### src/rtl/ram_rd_pkg.sv
// Shared widths and types for the RAM burst read path.
// Return words carry their own end-of-burst flag through the return FIFO.
package ram_rd_pkg;

    localparam int ADDR_W = 8;
    localparam int DATA_W = 16;
    localparam int LEN_W  = 8;

    typedef enum logic [1:0] {
        ST_IDLE,
        ST_ISSUE,
        ST_DRAIN
    } rd_state_t;

    typedef struct packed {
        logic              last;
        logic [DATA_W-1:0] data;
    } ret_word_t;

endpackage

### src/rtl/ram_ret_fifo.sv
// First-word-fall-through FIFO for returned RAM words; head visible the cycle after push.
// Pop is ignored when empty; push while full is dropped unless a pop frees the slot in the same cycle.
module ram_ret_fifo
    import ram_rd_pkg::*;
#(
    parameter int DEPTH = 8,
    parameter int CNT_W = $clog2(DEPTH) + 1
) (
    input  logic             clk,
    input  logic             rst_n,
    input  logic             push_i,
    input  ret_word_t        push_dat_i,
    input  logic             pop_i,
    output ret_word_t        head_dat_o,
    output logic             full_o,
    output logic             empty_o,
    output logic [CNT_W-1:0] count_o
);

    localparam int PTR_W = $clog2(DEPTH);

    ret_word_t        mem_q [DEPTH];
    logic [PTR_W-1:0] wr_ptr_q, wr_ptr_d;
    logic [PTR_W-1:0] rd_ptr_q, rd_ptr_d;
    logic [CNT_W-1:0] count_q, count_d;
    logic             do_push;
    logic             do_pop;

    assign full_o     = (count_q == CNT_W'(DEPTH));
    assign empty_o    = (count_q == '0);
    assign count_o    = count_q;
    assign head_dat_o = mem_q[rd_ptr_q];

    assign do_pop  = pop_i && !empty_o;
    assign do_push = push_i && (!full_o || do_pop);

    always_comb begin
        wr_ptr_d = wr_ptr_q;
        rd_ptr_d = rd_ptr_q;
        count_d  = count_q;
        if (do_push) begin
            wr_ptr_d = wr_ptr_q + PTR_W'(1);
        end
        if (do_pop) begin
            rd_ptr_d = rd_ptr_q + PTR_W'(1);
        end
        case ({do_push, do_pop})
            2'b10:   count_d = count_q + CNT_W'(1);
            2'b01:   count_d = count_q - CNT_W'(1);
            default: count_d = count_q;
        endcase
    end

    always_ff @(posedge clk or negedge rst_n) begin
        if (!rst_n) begin
            wr_ptr_q <= '0;
            rd_ptr_q <= '0;
            count_q  <= '0;
        end else begin
            wr_ptr_q <= wr_ptr_d;
            rd_ptr_q <= rd_ptr_d;
            count_q  <= count_d;
        end
    end

    always_ff @(posedge clk) begin
        if (do_push) begin
            mem_q[wr_ptr_q] <= push_dat_i;
        end
    end

endmodule

### src/rtl/ram_burst_reader.sv
// Credit-gated burst read initiator: issues one read per clock, first read 1 cycle after accept.
// Stalls issue when no return-FIFO slot is free; out stream holds its head under backpressure.
module ram_burst_reader
    import ram_rd_pkg::*;
#(
    parameter int FIFO_DEPTH = 8,
    parameter int CREDIT_W   = $clog2(FIFO_DEPTH) + 1
) (
    input  logic              clk,
    input  logic              aresetn,
    input  logic              cmd_valid,
    output logic              cmd_ready,
    input  logic [ADDR_W-1:0] cmd_addr,
    input  logic [LEN_W-1:0]  cmd_len,
    output logic [ADDR_W-1:0] rd_addr,
    output logic              rd_read,
    input  logic [DATA_W-1:0] rd_data,
    input  logic              rd_valid,
    output logic [DATA_W-1:0] out_data,
    output logic              out_valid,
    input  logic              out_ready,
    output logic              out_last,
    output logic              busy,
    output logic              err_overflow
);

    rd_state_t            state_q, state_d;
    logic [ADDR_W-1:0]    cur_addr_q, cur_addr_d;
    logic [LEN_W-1:0]     issue_rem_q, issue_rem_d;
    logic [LEN_W-1:0]     ret_rem_q, ret_rem_d;
    logic [CREDIT_W-1:0]  credits_q, credits_d;
    logic [CREDIT_W-1:0]  outstanding_q, outstanding_d;
    logic                 rd_read_q;
    logic [ADDR_W-1:0]    rd_addr_q, rd_addr_d;
    logic                 err_q;

    logic                 issue;
    logic                 pop;
    logic                 ret_accept;
    logic                 overflow;
    logic                 head_vld;
    ret_word_t            push_word;
    ret_word_t            head;
    logic                 fifo_full;
    logic                 fifo_empty;
    logic [CREDIT_W-1:0]  fifo_count;

    ram_ret_fifo #(
        .DEPTH (FIFO_DEPTH),
        .CNT_W (CREDIT_W)
    ) u_fifo (
        .clk        (clk),
        .rst_n      (aresetn),
        .push_i     (ret_accept),
        .push_dat_i (push_word),
        .pop_i      (pop),
        .head_dat_o (head),
        .full_o     (fifo_full),
        .empty_o    (fifo_empty),
        .count_o    (fifo_count)
    );

    // Returns arriving with nothing outstanding predate a reset and are dropped.
    assign ret_accept = rd_valid && (outstanding_q != '0);
    assign push_word  = '{last: (ret_rem_q == '0), data: rd_data};
    assign overflow   = ret_accept && fifo_full && !pop;

    assign head_vld  = (fifo_count != '0);
    assign out_valid = !fifo_empty;
    assign out_data  = head_vld ? head.data : '0;
    assign out_last  = head_vld && head.last;
    assign pop       = out_valid && out_ready;

    assign rd_read      = rd_read_q;
    assign rd_addr      = rd_addr_q;
    assign err_overflow = err_q;

    always_ff @(posedge clk or negedge aresetn) begin
        if (!aresetn) begin
            state_q <= ST_IDLE;
        end else begin
            state_q <= state_d;
        end
    end

    always_comb begin
        state_d = state_q;
        case (state_q)
            ST_IDLE:  if (cmd_valid) state_d = ST_ISSUE;
            ST_ISSUE: if (issue && (issue_rem_q == '0)) state_d = ST_DRAIN;
            ST_DRAIN: if (pop && head.last) state_d = ST_IDLE;
            default:  state_d = ST_IDLE;
        endcase
    end

    always_comb begin
        cmd_ready = (state_q == ST_IDLE);
        busy      = (state_q != ST_IDLE);
        issue     = (state_q == ST_ISSUE) && (credits_q != '0);
    end

    always_comb begin
        cur_addr_d  = cur_addr_q;
        issue_rem_d = issue_rem_q;
        ret_rem_d   = ret_rem_q;
        rd_addr_d   = rd_addr_q;
        if ((state_q == ST_IDLE) && cmd_valid) begin
            cur_addr_d  = cmd_addr;
            issue_rem_d = cmd_len;
            ret_rem_d   = cmd_len;
        end
        if (issue) begin
            rd_addr_d  = cur_addr_q;
            cur_addr_d = cur_addr_q + ADDR_W'(1);
            if (issue_rem_q != '0) begin
                issue_rem_d = issue_rem_q - LEN_W'(1);
            end
        end
        if (ret_accept && (ret_rem_q != '0)) begin
            ret_rem_d = ret_rem_q - LEN_W'(1);
        end
    end

    always_comb begin
        case ({issue, pop})
            2'b10:   credits_d = credits_q - CREDIT_W'(1);
            2'b01:   credits_d = credits_q + CREDIT_W'(1);
            default: credits_d = credits_q;
        endcase
        case ({issue, ret_accept})
            2'b10:   outstanding_d = outstanding_q + CREDIT_W'(1);
            2'b01:   outstanding_d = outstanding_q - CREDIT_W'(1);
            default: outstanding_d = outstanding_q;
        endcase
    end

    always_ff @(posedge clk or negedge aresetn) begin
        if (!aresetn) begin
            cur_addr_q    <= '0;
            issue_rem_q   <= '0;
            ret_rem_q     <= '0;
            credits_q     <= CREDIT_W'(FIFO_DEPTH);
            outstanding_q <= '0;
            rd_read_q     <= 1'b0;
            rd_addr_q     <= '0;
            err_q         <= 1'b0;
        end else begin
            cur_addr_q    <= cur_addr_d;
            issue_rem_q   <= issue_rem_d;
            ret_rem_q     <= ret_rem_d;
            credits_q     <= credits_d;
            outstanding_q <= outstanding_d;
            rd_read_q     <= issue;
            rd_addr_q     <= rd_addr_d;
            err_q         <= err_q | overflow;
        end
    end

endmodule

### config.mk
export PLATFORM = sky130hd
export DESIGN_NAME = ram_burst_reader
export DESIGN_NICKNAME = d
export VERILOG_FILES = /design/src/rtl/ram_rd_pkg.sv /design/src/rtl/ram_ret_fifo.sv /design/src/rtl/ram_burst_reader.sv
export SDC_FILE = /design/constraint.sdc
export NUM_CORES = 1
export LEC_CHECK = 0
export CORE_MARGIN = 4
export CORE_UTILIZATION = 56
export DETAILED_ROUTE_END_ITERATION = 6
export HOLD_SLACK_MARGIN = 0.03
export PLACE_DENSITY_LB_ADDON = 0.08
export SLEW_MARGIN = 20
export SYNTH_ARGS = -nofsm -noshare
export SYNTH_HDL_FRONTEND = slang
export SYNTH_HIERARCHICAL = 1
export SYNTH_SLANG_ARGS = --single-unit
### constraint.sdc
create_clock -name clk -period 6.7 [get_ports clk]
set_input_delay 0.67 -clock clk [delete_from_list [all_inputs] [get_ports clk]]
set_output_delay 0.67 -clock clk [all_outputs]
set_load 0.02 [all_outputs]
Word-level counts from Yosys, hierarchy flattened
Memories as Yosys holds them, arrays and structs flattened.
Index checks and enable logic that the tools add are counted.
W data, S select, Z words.
{"block": "op_classes", "add_sub_neg": 11, "n_eq_ne": 12, "muxes": 17, "bitwise": 1, "reduce_logical": 32}
{"op": "$mux W8", "count": 7}
{"op": "$pmux W4 S2", "count": 3}
{"op": "$logic_not A8 Y1", "count": 2}
{"op": "$mux W16", "count": 1}
{"op": "$reduce_bool A8 Y1", "count": 2}
{"op": "$sub A8 B1 Y8 const B", "count": 2}
{"op": "$add A4 B1 Y4 const B", "count": 3}
{"op": "$logic_and A1 B1 Y1", "count": 12}
{"op": "$reduce_bool A2 Y1", "count": 6}
{"op": "$reduce_bool A4 Y1", "count": 3}
{"op": "$sub A4 B1 Y4 const B", "count": 3}
{"op": "$add A8 B1 Y8 const B", "count": 1}
{"op": "$eq A2 B1 Y1 const B", "count": 4}
{"op": "$eq A2 B2 Y1 const B", "count": 4}
{"op": "$add A3 B1 Y3 const B", "count": 2}
{"op": "$mux W2", "count": 3}
{"op": "$ne A2 B2 Y1 const B", "count": 3}
{"op": "$pmux W2 S3", "count": 1}
{"op": "$eq A4 B4 Y1 const B", "count": 1}
{"op": "$logic_not A4 Y1", "count": 1}
{"op": "$logic_not A1 Y1", "count": 3}
{"op": "$reduce_and A3 Y1", "count": 1}
{"op": "$logic_not A2 Y1", "count": 1}
{"op": "$mux W1", "count": 2}
{"op": "2 further kinds", "count": 2}
{"block": "word_totals", "register_bits": 54, "mem_bits_rw": 136, "inputBits": 37, "out_inout_bits": 30, "word_cells": 86, "mem_count": 1}
{"name": "u_fifo.mem_q", "depth": 8, "word_bits": 17, "rd": 1, "rd_ports_with_merged_regs": 0, "write_ports": 1, "line": "ram_ret_fifo.sv:22", "text": "ret_word_t mem_q [DEPTH];"}

Longest topological paths before layout
Gate-level depths: netlist of run 1.
{"block": "logic_depth", "ltp_word": 8, "mapped_depth": 12, "ltp_nobuf": 11}

Modules after synthesis
Netlist of run 1, hierarchy kept.
{"module": "ram_ret_fifo", "instances": 1, "cells_per_inst": 263, "area_each_um2": 5878.1, "seq_area_each_um2": 4334.2}
{"module": "ram_burst_reader", "instances": 1, "cells_per_inst": 283, "area_each_um2": 2570.0, "seq_area_each_um2": 1102.3}

Worst setup path after synthesis of run 1
OpenSTA, ideal clock, no wires.
{"block": "synth_path", "path_kind": "input to register", "startpoint": "input port out_ready", "endpoint": "memory u_fifo/mem_q[0][0] in the netlist's numbering (enable)", "arrival_time_ns": 2.836, "t_required_ns": 6.288, "setup_slack_ns": 3.452, "cell_stages": 5, "path_buffers": 0, "cell_sequence": "nor2b_1 -> nand2b_1 -> o21a_4 -> nand2b_1 -> nor3_1"}
{"block": "synth_via", "elab_chain_len": 6}
{"item": "start: declaration", "line": "ram_burst_reader.sv:21", "text": "input logic out_ready,"}
{"item": "$logic_and A1 B1 Y1", "line": "ram_burst_reader.sv:72", "text": "assign pop = out_valid && out_ready;"}
{"item": "$logic_and A1 B1 Y1", "line": "ram_ret_fifo.sv:34", "text": "assign do_pop = pop_i && !empty_o;"}
{"item": "$logic_or A1 B1 Y1", "line": "ram_ret_fifo.sv:35", "text": "assign do_push = push_i && (!full_o || do_pop);"}
{"item": "$logic_and A1 B1 Y1", "line": "ram_ret_fifo.sv:35"}
{"item": "$mux W1", "line": "ram_ret_fifo.sv:67", "text": "if (do_push) begin"}
{"item": "$mux W1 (not written as such)", "line": "ram_ret_fifo.sv:68", "text": "mem_q[wr_ptr_q] <= push_dat_i;"}
{"item": "end: declaration", "line": "ram_ret_fifo.sv:22"}
Every way passes these cells.

==> reports/results.txt, run 1 <==
Max-Cap Viols = 0
Clk root buf = clkbuf_16
Diodes inserted = 0
Power per cell area = 453 nW/um^2
Crit-path cells = mux4_1 -> mux2_2 -> nor2b_1 -> clkdlybuf4s50_1
Mapped Cells = 546
Starting Density = 57.7%
FFs w/ async S/R, synth = 28.4%
CTS buffer count = 17
Resized Gates After CTS = 0
Slowest-stage cell, CP = dfrtp_4
DP Worst Slack = 3.15 ns
Die height = 131 um
Final Cycle Share = 53.0%
Core area = 14,600 um^2
Leakage power = 3.64 nW
R2R depth = 11
Critical path buffers and inverters = 1
CTS tree = built
CTS max path bufs = 2
Most common library cell in the layout ignoring fill and taps = edfxtp_1
CP endpoint kind = output pin
HPWL Detailed = 10,300 um
Cell depth of the worst setup path = 4
Clock skew = 0.00935 ns
Layout cell share with drive strength beyond 1 = 15.6%
Post-synthesis cell area = 8450 um^2
Final hold vios = 0
Area growth from synthesis to layout = 17.1%
Top FF cell, synth = edfxtp_1
Final setup fails = 0
Total grt overflow = 0
Syn Area/Cell = 15.5 um^2
RSZ-0062 raised after global routing = false
Final nets = 674
Distinct cells, synth = 61
Most frequent cells in the layout = 136 x edfxtp_1, 65 x clkdlybuf4s50_1, 51 x dfrtp_1, 42 x nand2_1, 33 x nor2_1
CTS HTree Levels = 4
Initial antenna violation count = 0
Final GP Congestion = 0.852
Worst path required time = 6.03 ns
Hold buffer count at CTS = 0
Peak VDD IR = 277 uV
CP max stage delay = 0.84 ns
Final slew viol count = 0
Final setup TNS = 0 ns
First-pass GRT wire length = 26,200 um
Vias in the first global route = 5,015
Least-Margin Pin Slew = 1.02 ns
EDFF count, synth = 136
Site row count = 44
Largest net degree at the start of global routing = 55
Synth Warn # = 6
Delay-heaviest family, CP = multiplexers
Wire length per cell = 19.4 um
Setup CP Type = register to output pin
Chip width = 131 um
Hold slack = 0.376 ns
Ports = 67
Peak Freq = 0.282 GHz
Final core occ = 67.6%
Critical Path Source Type = register
Via count = 4,783
Drt first-iter violations = 263
DIE AREA = 17,100 um^2
Min cycle time layout = 3.55 ns
Via density per instance = 5.85
Skew-Pair Late Insertion Delay = 0.42 ns
Synth Register Bits = 190
DRT Pass-1 Iters = 4
Syn_nets = 600
# DRC = 0
Worst-path clk slew = 0.06 ns
Final WS setup = 3.15 ns
Slew HR = 32.0%
I/O Buffers = 66
Critical Path AT = 2.88 ns
Total GRT Usage = 20.2%
Post-Route WL = 15,900 um
CTS sink cnt = 190
Worst hold path type = input port to async pin
Post-CTS setup buffers = 0
DP Cell Count = 785
Fin cells = 817
ANT nets after route = 0
Worst-path fanout max = 36
Sequential share of the synthesized area = 64.4%
Status = finished clean
metrics by stage:
step | total power, mW | cell area [um^2]
floorplan | 2.98 | 8450
global placement | 3.49 | 9290
detailed placement | 3.54 | 9290
CTS | 4.53 | 9890
global route | 4.76 | 9890
finish | 4.48 | 9890
metal layers:
| metal | share of wire [%] | global-route usage, % | up-vias |
|---|---|---|---|
| met5 | 0 | 0 | - |
| met4 | 1.3 | 7.02 | 0 |
| met3 | 4.9 | 4.63 | 16 |
| met2 | 50 | 33.3 | 118 |
| met1 | 43 | 26.7 | 2405 |
| li1 | - | - | 2244 |
flip-flops by register name (all words and copies together) (netlist names):
signal,cells
u_fifo/mem_q,136
cur_addr_q,8
issue_rem_q,8
rd_addr,8
ret_rem_q,8
credits_q,4
outstanding_q,4
u_fifo/count_o,4
u_fifo/rd_ptr_q,3
u_fifo/wr_ptr_q,3
state_q,2
err_overflow,1
rd_read,1
worst paths after layout:
kind	end	slack, ns	start
max in group asynchronous	u_fifo/rd_ptr_q[0]$_DFFE_PN0N_	5.79	aresetn
worst min register to register	err_overflow$_DFF_PN0_	0.47	err_overflow$_DFF_PN0_
worst max register to register	credits_q[3]$_DFFE_PN1P_	3.30	credits_q[3]$_DFFE_PN1P_
worst min-delay path	outstanding_q[0]$_DFFE_PN0P_	0.38	aresetn
worst max-delay path	out_data[0]	3.15	u_fifo/rd_ptr_q[0]$_DFFE_PN0N_
min in group clk	err_overflow$_DFF_PN0_	0.47	err_overflow$_DFF_PN0_
area by class of cell:
class	count	area [um^2]
Sequential cell	190	5440
Tap cell	184	230
Fill cell	1000	4750
Clock inverter	7	46.3
Clock buffer	25	552
Multi-Input combinational cell	317	2830
Inverter	18	67.6
Timing Repair Buffer	76	731
synth_stat cells (4+ instances only):
cell	n	area, um^2
clkbuf_1	4	15.0
inv_1	18	67.6
nand2b_1	8	50.1
o21ai_0	11	55.1
mux4_1	22	578
xnor2_1	8	70.1
mux2i_1	4	40.0
nor3_1	19	95.1
xor2_1	8	70.1
o22ai_1	4	25.0
buf_6	6	67.6
edfxtp_1	136	4080
or3_1	4	25.0
nand2_1	42	158
a21oi_1	19	95.1
nor2b_1	21	131
nand3_1	10	50.1
mux4_2	12	270
nor2_1	33	124
mux2_2	22	248
buf_2	6	30.0
dfrtp_1	53	1330
ha_1	15	188
a311oi_1	5	43.8
cell families (layout without fill, tap and decap cells):
group	Yosys count	count (layout)	share of synthesized area [%]
adders and majority gates	17	17	2.70
xor gates and xnor gates	16	16	1.66
buffers and inverters	39	126	2.38
AOI/OAI and AO/OA	64	64	5.64
muxes	63	63	14.0
DFF	190	190	64.4
and+or+nand+nor	157	157	9.29
power by group:
group          leakage, nW  switching (mW)  internal, mW
Clock                0.304           0.405         0.574
Combinational         1.49           0.755         0.873
Sequential            1.85           0.325          1.55
Power figures use the tool's default switching activity.
==> run 2: changes to the inputs <==
--- a/config.mk
+++ b/config.mk
@@ -6,7 +6,7 @@
 export NUM_CORES = 1
 export LEC_CHECK = 0
 export CORE_MARGIN = 4
-export CORE_UTILIZATION = 56
+export CORE_UTILIZATION = 53
 export DETAILED_ROUTE_END_ITERATION = 6
 export HOLD_SLACK_MARGIN = 0.03
 export PLACE_DENSITY_LB_ADDON = 0.08
==> constraint.sdc (replaced) <==
create_clock -name clk -period 3 [get_ports clk]
set_input_delay 0.3 -clock clk [delete_from_list [all_inputs] [get_ports clk]]
set_output_delay 0.3 -clock clk [all_outputs]
set_load 0.02 [all_outputs]
==> run 2 against run 1 <==
Via count is 2.9% higher. Die area up 5.3%. Worst setup slack lost 3.0 ns. Clock-buffer cell count shrank 2. Core utilization decreased by 2.0 points. Cell count increased by 5.6%. Clock power up 120%.
==> reports/results.txt, run 2 (synthesis gave the netlist of run 1 again) <==
Status = finished clean (unchanged)
Layout cell share with drive strength beyond 1 = 17.5% (was 15.6%)
Diodes inserted = 0 (unchanged)
Skew-Pair Late Insertion Delay = 0.43 ns (was 0.42 ns)
Critical Path Source Type = register (unchanged)
Most common library cell in the layout ignoring fill and taps = edfxtp_1 (unchanged)
Crit-path cells = buf_12 -> mux4_1 -> mux2_2 -> nor2b_1 -> clkdlybuf4s50_1 (was mux4_1 -> mux2_2 -> nor2b_1 -> clkdlybuf4s50_1)
Area after DPL = 9490 um^2 (was 9290 um^2)
Max reg flops = 136 (unchanged)
CTS max path bufs = 2 (unchanged)
Final instance area = 10,100 um^2 (was 9890 um^2)
R2R depth = 9 (was 11)
ANT nets after route = 0 (unchanged)
Final setup TNS = 0 ns (unchanged)
I/O Buffers = 66 (unchanged)
Chip width = 134 um (was 131 um)
FF-to-FF End = u_fifo/count_o[3]$_DFFE_PN0P_ (was credits_q[3]$_DFFE_PN1P_)
Worst r2r src = outstanding_q[1]$_DFFE_PN0P_ (was credits_q[3]$_DFFE_PN1P_)
Ports = 67 (unchanged)
Core area = 15,400 um^2 (was 14,600 um^2)
Wire length per cell = 19.3 um (was 19.4 um)
Area growth from synthesis to layout = 19.7% (was 17.1%)
Worst hold path type = input port to async pin (unchanged)
Initial antenna violation count = 0 (unchanged)
First-pass GRT wire length = 27,000 um (was 26,200 um)
Delay-heaviest family, CP = multiplexers (unchanged)
Final nets = 693 (was 674)
DIE AREA = 18,000 um^2 (was 17,100 um^2)
Critical path buffers and inverters = 2 (was 1)
Total grt overflow = 0 (unchanged)
Clock skew = 0.00806 ns (was 0.00935 ns)
HPWL Detailed = 10,800 um (was 10,300 um)
Final hold vios = 0 (unchanged)
CTS tree = built (unchanged)
Starting Density = 54.8% (was 57.7%)
CTS sink cnt = 190 (unchanged)
Peak VDD IR = 518 uV (was 277 uV)
Max-Cap Viols = 0 (unchanged)
Power per cell area = 1000 nW/um^2 (was 453 nW/um^2)
Vias in the first global route = 5,163 (was 5,015)
Post-Route WL = 16,600 um (was 15,900 um)
Final Cycle Share = 96.4%
Via density per instance = 5.70 (was 5.85)
Leakage power = 3.78 nW (was 3.64 nW)
Slew HR = 50.2% (was 32.0%)
Cell depth of the worst setup path = 5 (was 4)
Min cycle time layout = 2.89 ns
Final setup fails = 0 (unchanged)
CP max stage delay = 0.55 ns (was 0.84 ns)
Least-Margin Pin Slew = 0.746 ns (was 1.02 ns)
Slowest-stage cell, CP = mux4_1 (was dfrtp_4)
RSZ-0062 raised after global routing = false (unchanged)
DRT Pass-1 Iters = 4 (unchanged)
Top reg by flops = u_fifo/mem_q (unchanged)
Peak Freq = 0.346 GHz
Via count = 4,922 (was 4,783)
CP endpoint kind = output pin (unchanged)
CTS HTree Levels = 4 (unchanged)
Final GP Congestion = 0.857 (was 0.852)
Total GRT Usage = 19.6% (was 20.2%)
Site row count = 45 (was 44)
CTS buffer count = 17 (unchanged)
Worst path required time = 2.70 ns (was 6.03 ns)
Filler cell count = 1,147 (was 1,000)
# DRC = 0 (unchanged)
Drt first-iter violations = 259 (was 263)
Worst-path clk slew = 0.06 ns (about the same)
Clk root buf = clkbuf_16 (unchanged)
Final slew viol count = 0 (unchanged)
Die height = 134 um (was 131 um)
R2R setup slack = 0.36 ns (was 3.30 ns)
Setup CP Type = register to output pin (unchanged)
Critical Path AT = 2.59 ns (was 2.88 ns)
Largest net degree at the start of global routing = 32 (was 55)
Worst-path fanout max = 12 (was 36)
Most frequent cells in the layout = 136 x edfxtp_1, 59 x clkdlybuf4s50_1, 52 x dfrtp_1, 42 x nand2_1, 33 x nor2_1 (was 136 x edfxtp_1, 65 x clkdlybuf4s50_1, 51 x dfrtp_1, 42 x nand2_1, 33 x nor2_1)
-- run 2: through the flow --
stage | util (%) | setup slack [ns] | power (mW) | hold slack [ns] | cells
final | 65.5 | 0.109 | 10.2 | 0.480 | 863
after global routing | 65.5 | 0.0108 | 10.8 | 0.493 | 863
after CTS | 65.4 | 0.0379 | 10.3 | 0.478 | 862
after floorplan | - | 0.198 | 6.67 | 0.00441 | 546
after detailed placement | 61.5 | 0.370 | 8.09 | 0.419 | 827
after global placement | 61.5 | 0.411 | 7.95 | 0.418 | 827
-- run 2: repair_timing --
action | in CTS | in global routing
buffers inserted | 2 | 1
hold endpoints to repair | 30 | 0
setup endpoints to repair | 13 | 6
gates resized for setup | 0 | 6
hold buffers | 1 | 0
-- run 2: per-layer routing --
layer / wire length (um) / track usage (%) / share of wire (%) / vias to the layer above
li1: - / - / - / 2275
met4: 269 / 6.50 / 1.6 / 0
met5: 0 / 0 / 0 / -
met3: 610 / 4.31 / 3.7 / 21
met2: 8560 / 33.8 / 52 / 105
met1: 7180 / 24.7 / 43 / 2521
-- run 2: final cells by class --
type                    instances  area [um^2]  share of cell area (%)
flip-flops and latches        190         5440                    53.8
inverters                      18         67.6                   0.668
well taps                     211          264                    2.61
multi-input cells             317         2830                    28.0
clock buffers                  23          488                    4.83
repair buffers                 95          941                    9.31
clock inverters                 9         86.3                   0.854
-- run 2: worst reg2reg max path: stages, from the launching register on --
cell	delay, ns
dfrtp_1	0.47
o41ai_4	0.50
inv_1	0.10
or2_2	0.34
inv_1	0.08
ha_1	0.25
or2_2	0.31
a21oi_1	0.20
mux2i_1	0.21
nand3b_1	0.12
-- run 2: power by group --
part           internal [mW]  total [mW]  switching (mW)
sequential              3.46        3.93           0.471
combinational           2.09        4.08            1.99
clock                   1.23        2.15           0.920
-- run 2: how the worst max path moves through the flow --
stage / from / end
4_1_cts: u_fifo/rd_ptr_q[0]$_DFFE_PN0N_ / out_data[0]
6_report: u_fifo/rd_ptr_q[0]$_DFFE_PN0N_ / out_data[4]
2_1_floorplan: u_fifo/count_o[1]$_DFFE_PN0P_ / u_fifo/count_o[3]$_DFFE_PN0P_
3_3_place_gp: u_fifo/rd_ptr_q[0]$_DFFE_PN0N_ / out_data[5]
3_5_place_dp: out_ready / u_fifo/count_o[3]$_DFFE_PN0P_
5_1_grt: u_fifo/rd_ptr_q[0]$_DFFE_PN0N_ / out_data[11]
==> run 3: changes to the inputs <==
--- a/config.mk
+++ b/config.mk
@@ -7,6 +7,7 @@
 export LEC_CHECK = 0
 export CORE_MARGIN = 4
 export CORE_UTILIZATION = 53
+export CTS_BUF_LIST = sky130_fd_sc_hd__clkbuf_16
 export DETAILED_ROUTE_END_ITERATION = 6
 export HOLD_SLACK_MARGIN = 0.03
 export PLACE_DENSITY_LB_ADDON = 0.08
==> run 3 against run 2 <==
Clock-buffer cell count fell by 6. Combinational power barely moved. Critical path depth did not move. Routed wire length barely moved.
==> reports/results.txt, run 3 (synthesis gave the netlist of run 1 again) <==
Site row count = 45 (unchanged)
Power per cell area = 998 nW/um^2 (was 1000 nW/um^2)
Starting Density = 54.8% (unchanged)
Worst-path fanout max = 12 (unchanged)
Largest net degree at the start of global routing = 32 (unchanged)
Drt first-iter violations = 262 (was 259)
CP max stage delay = 0.55 ns (about the same)
Setup CP Type = register to output pin (unchanged)
Top reg by flops = u_fifo/mem_q (unchanged)
Max reg flops = 136 (unchanged)
Min cycle time layout = 2.90 ns (was 2.89 ns)
Peak Freq = 0.345 GHz (was 0.346 GHz)
Core area = 15,400 um^2 (unchanged)
Pint = 6.67 mW (was 6.78 mW)
Worst r2r src = outstanding_q[1]$_DFFE_PN0P_ (unchanged)
Post-Route WL = 16,600 um (about the same)
Worst path required time = 2.70 ns (about the same)
Most frequent cells in the layout = 136 x edfxtp_1, 59 x clkdlybuf4s50_1, 52 x dfrtp_1, 42 x nand2_1, 33 x nor2_1 (unchanged)
Worst hold path type = input port to async pin (unchanged)
CTS sink cnt = 190 (unchanged)
Total GRT Usage = 19.6% (about the same)
Chip width = 134 um (unchanged)
CP endpoint kind = output pin (unchanged)
Switching pwr = 3.37 mW (was 3.38 mW)
Peak VDD IR = 522 uV (was 518 uV)
Final nets = 693 (unchanged)
Final Cycle Share = 96.6% (was 96.4%)
Clk root buf = clkbuf_16 (unchanged)
Crit-path cells = buf_12 -> mux4_1 -> mux2_2 -> nor2b_1 -> clkdlybuf4s50_1 (unchanged)
Via density per instance = 5.69 (was 5.70)
Final setup TNS = 0 ns (unchanged)
Most common library cell in the layout ignoring fill and taps = edfxtp_1 (unchanged)
Total grt overflow = 0 (unchanged)
CTS buffer count = 17 (unchanged)
DRT Pass-1 Iters = 4 (unchanged)
Final hold vios = 0 (unchanged)
First-pass GRT wire length = 27,100 um (was 27,000 um)
Critical path buffers and inverters = 2 (unchanged)
Final GP Congestion = 0.857 (unchanged)
Initial antenna violation count = 0 (unchanged)
ANT nets after route = 0 (unchanged)
Leakage power = 3.77 nW (was 3.78 nW)
Die height = 134 um (unchanged)
Critical Path AT = 2.60 ns (was 2.59 ns)
HPWL Detailed = 10,800 um (unchanged)
Final slew viol count = 0 (unchanged)
Delay-heaviest family, CP = multiplexers (unchanged)
Final setup fails = 0 (unchanged)
Max-Cap Viols = 0 (unchanged)
Layout cell share with drive strength beyond 1 = 16.9% (was 17.5%)
Status = finished clean (unchanged)
Diodes inserted = 0 (unchanged)
Least-Margin Pin Slew = 0.747 ns (was 0.746 ns)
Sequential power share = 39.1% (was 38.7%)
Clock share of power = 20.3% (was 21.2%)
Worst-path clk slew = 0.06 ns (about the same)
CTS max path bufs = 2 (unchanged)
# DRC = 0 (unchanged)
DIE AREA = 18,000 um^2 (unchanged)
Critical path origin = u_fifo/rd_ptr_q[0]$_DFFE_PN0N_ (unchanged)
Wire length per cell = 19.3 um (about the same)
Slowest-stage cell, CP = mux4_1 (unchanged)
Slew HR = 50.2% (about the same)
Ports = 67 (unchanged)
Final core occ = 65.3% (was 65.5%)
Via count = 4,907 (was 4,922)
Critical Path Source Type = register (unchanged)
CTS tree = built (unchanged)
Clock skew = 0.00866 ns (was 0.00806 ns)
Vias in the first global route = 5,174 (was 5,163)
CTS HTree Levels = 4 (unchanged)
Combinational power share = 40.6% (was 40.1%)
Area growth from synthesis to layout = 19.2% (was 19.7%)
Sw Share = 33.6% (was 33.2%)
Skew-Pair Late Insertion Delay = 0.43 ns (about the same)
RSZ-0062 raised after global routing = false (unchanged)
Filler cell count = 1,152 (was 1,147)
I/O Buffers = 66 (unchanged)
[run 3: path summary, 6_finish.rpt]
path	slack, ns	endpoint	cells after the start
min in group clk	0.48	rd_addr[1]$_DFFE_PN0N_	2
max reg2reg	0.36	u_fifo/count_o[3]$_DFFE_PN0P_	9
max	0.10	out_data[4]	5
max in group asynchronous	1.67	credits_q[3]$_DFFE_PN1P_	3
min	0.48	u_fifo/count_o[0]$_DFFE_PN0P_	2
min reg2reg	0.48	rd_addr[1]$_DFFE_PN0N_	2
[run 3: power by group through the flow]
stage | logic, mW | clock network [mW] | registers (mW)
2_1_floorplan | 2.76 | 0 | 3.90
3_3_place_gp | 3.99 | 0 | 3.96
3_5_place_dp | 4.10 | 0 | 4.00
4_1_cts | 4.15 | 2.08 | 3.94
5_1_grt | 4.46 | 2.19 | 4.01
6_report | 4.07 | 2.04 | 3.93
[run 3: repair_timing]
action / in CTS / in global routing
endpoints found under the hold margin: 30 / 0
setup endpoints to repair: 13 / 6
resized for setup: 0 / 6
hold buffers: 1 / 0
buffers inserted: 2 / 1
[run 3: area by class of cell]
cell class / count / area [um^2] / share of cell area (%)
clock buffer: 17 / 425 / 4.22
inverter: 18 / 67.6 / 0.671
sequential: 190 / 5440 / 54.0
multi-input combinational: 317 / 2830 / 28.1
timing repair buffer: 95 / 941 / 9.34
tap: 211 / 264 / 2.62
clock inverter: 15 / 109 / 1.08
[run 3: per-layer routing]
| layer | vias to the layer above | track usage, % | wire length [um] |
|---|---|---|---|
| li1 | 2276 | - | - |
| met1 | 2512 | 24.7 | 7120 |
| met2 | 97 | 34.0 | 8600 |
| met3 | 22 | 4.31 | 620 |
| met4 | 0 | 6.50 | 286 |
| met5 | - | 0 | 0 |
[run 3: per-stage QoR]
stage	instances	power (mW)	instance area [um^2]	hold slack (ns)	setup WS [ns]
2_1_floorplan	546	6.67	8460	0.00441	0.198
3_3_place_gp	827	7.95	9490	0.418	0.411
3_5_place_dp	827	8.09	9490	0.419	0.370
4_1_cts	862	10.2	10000	0.478	0.0375
5_1_grt	863	10.7	10100	0.493	0.0106
6_report	863	10.0	10100	0.478	0.101
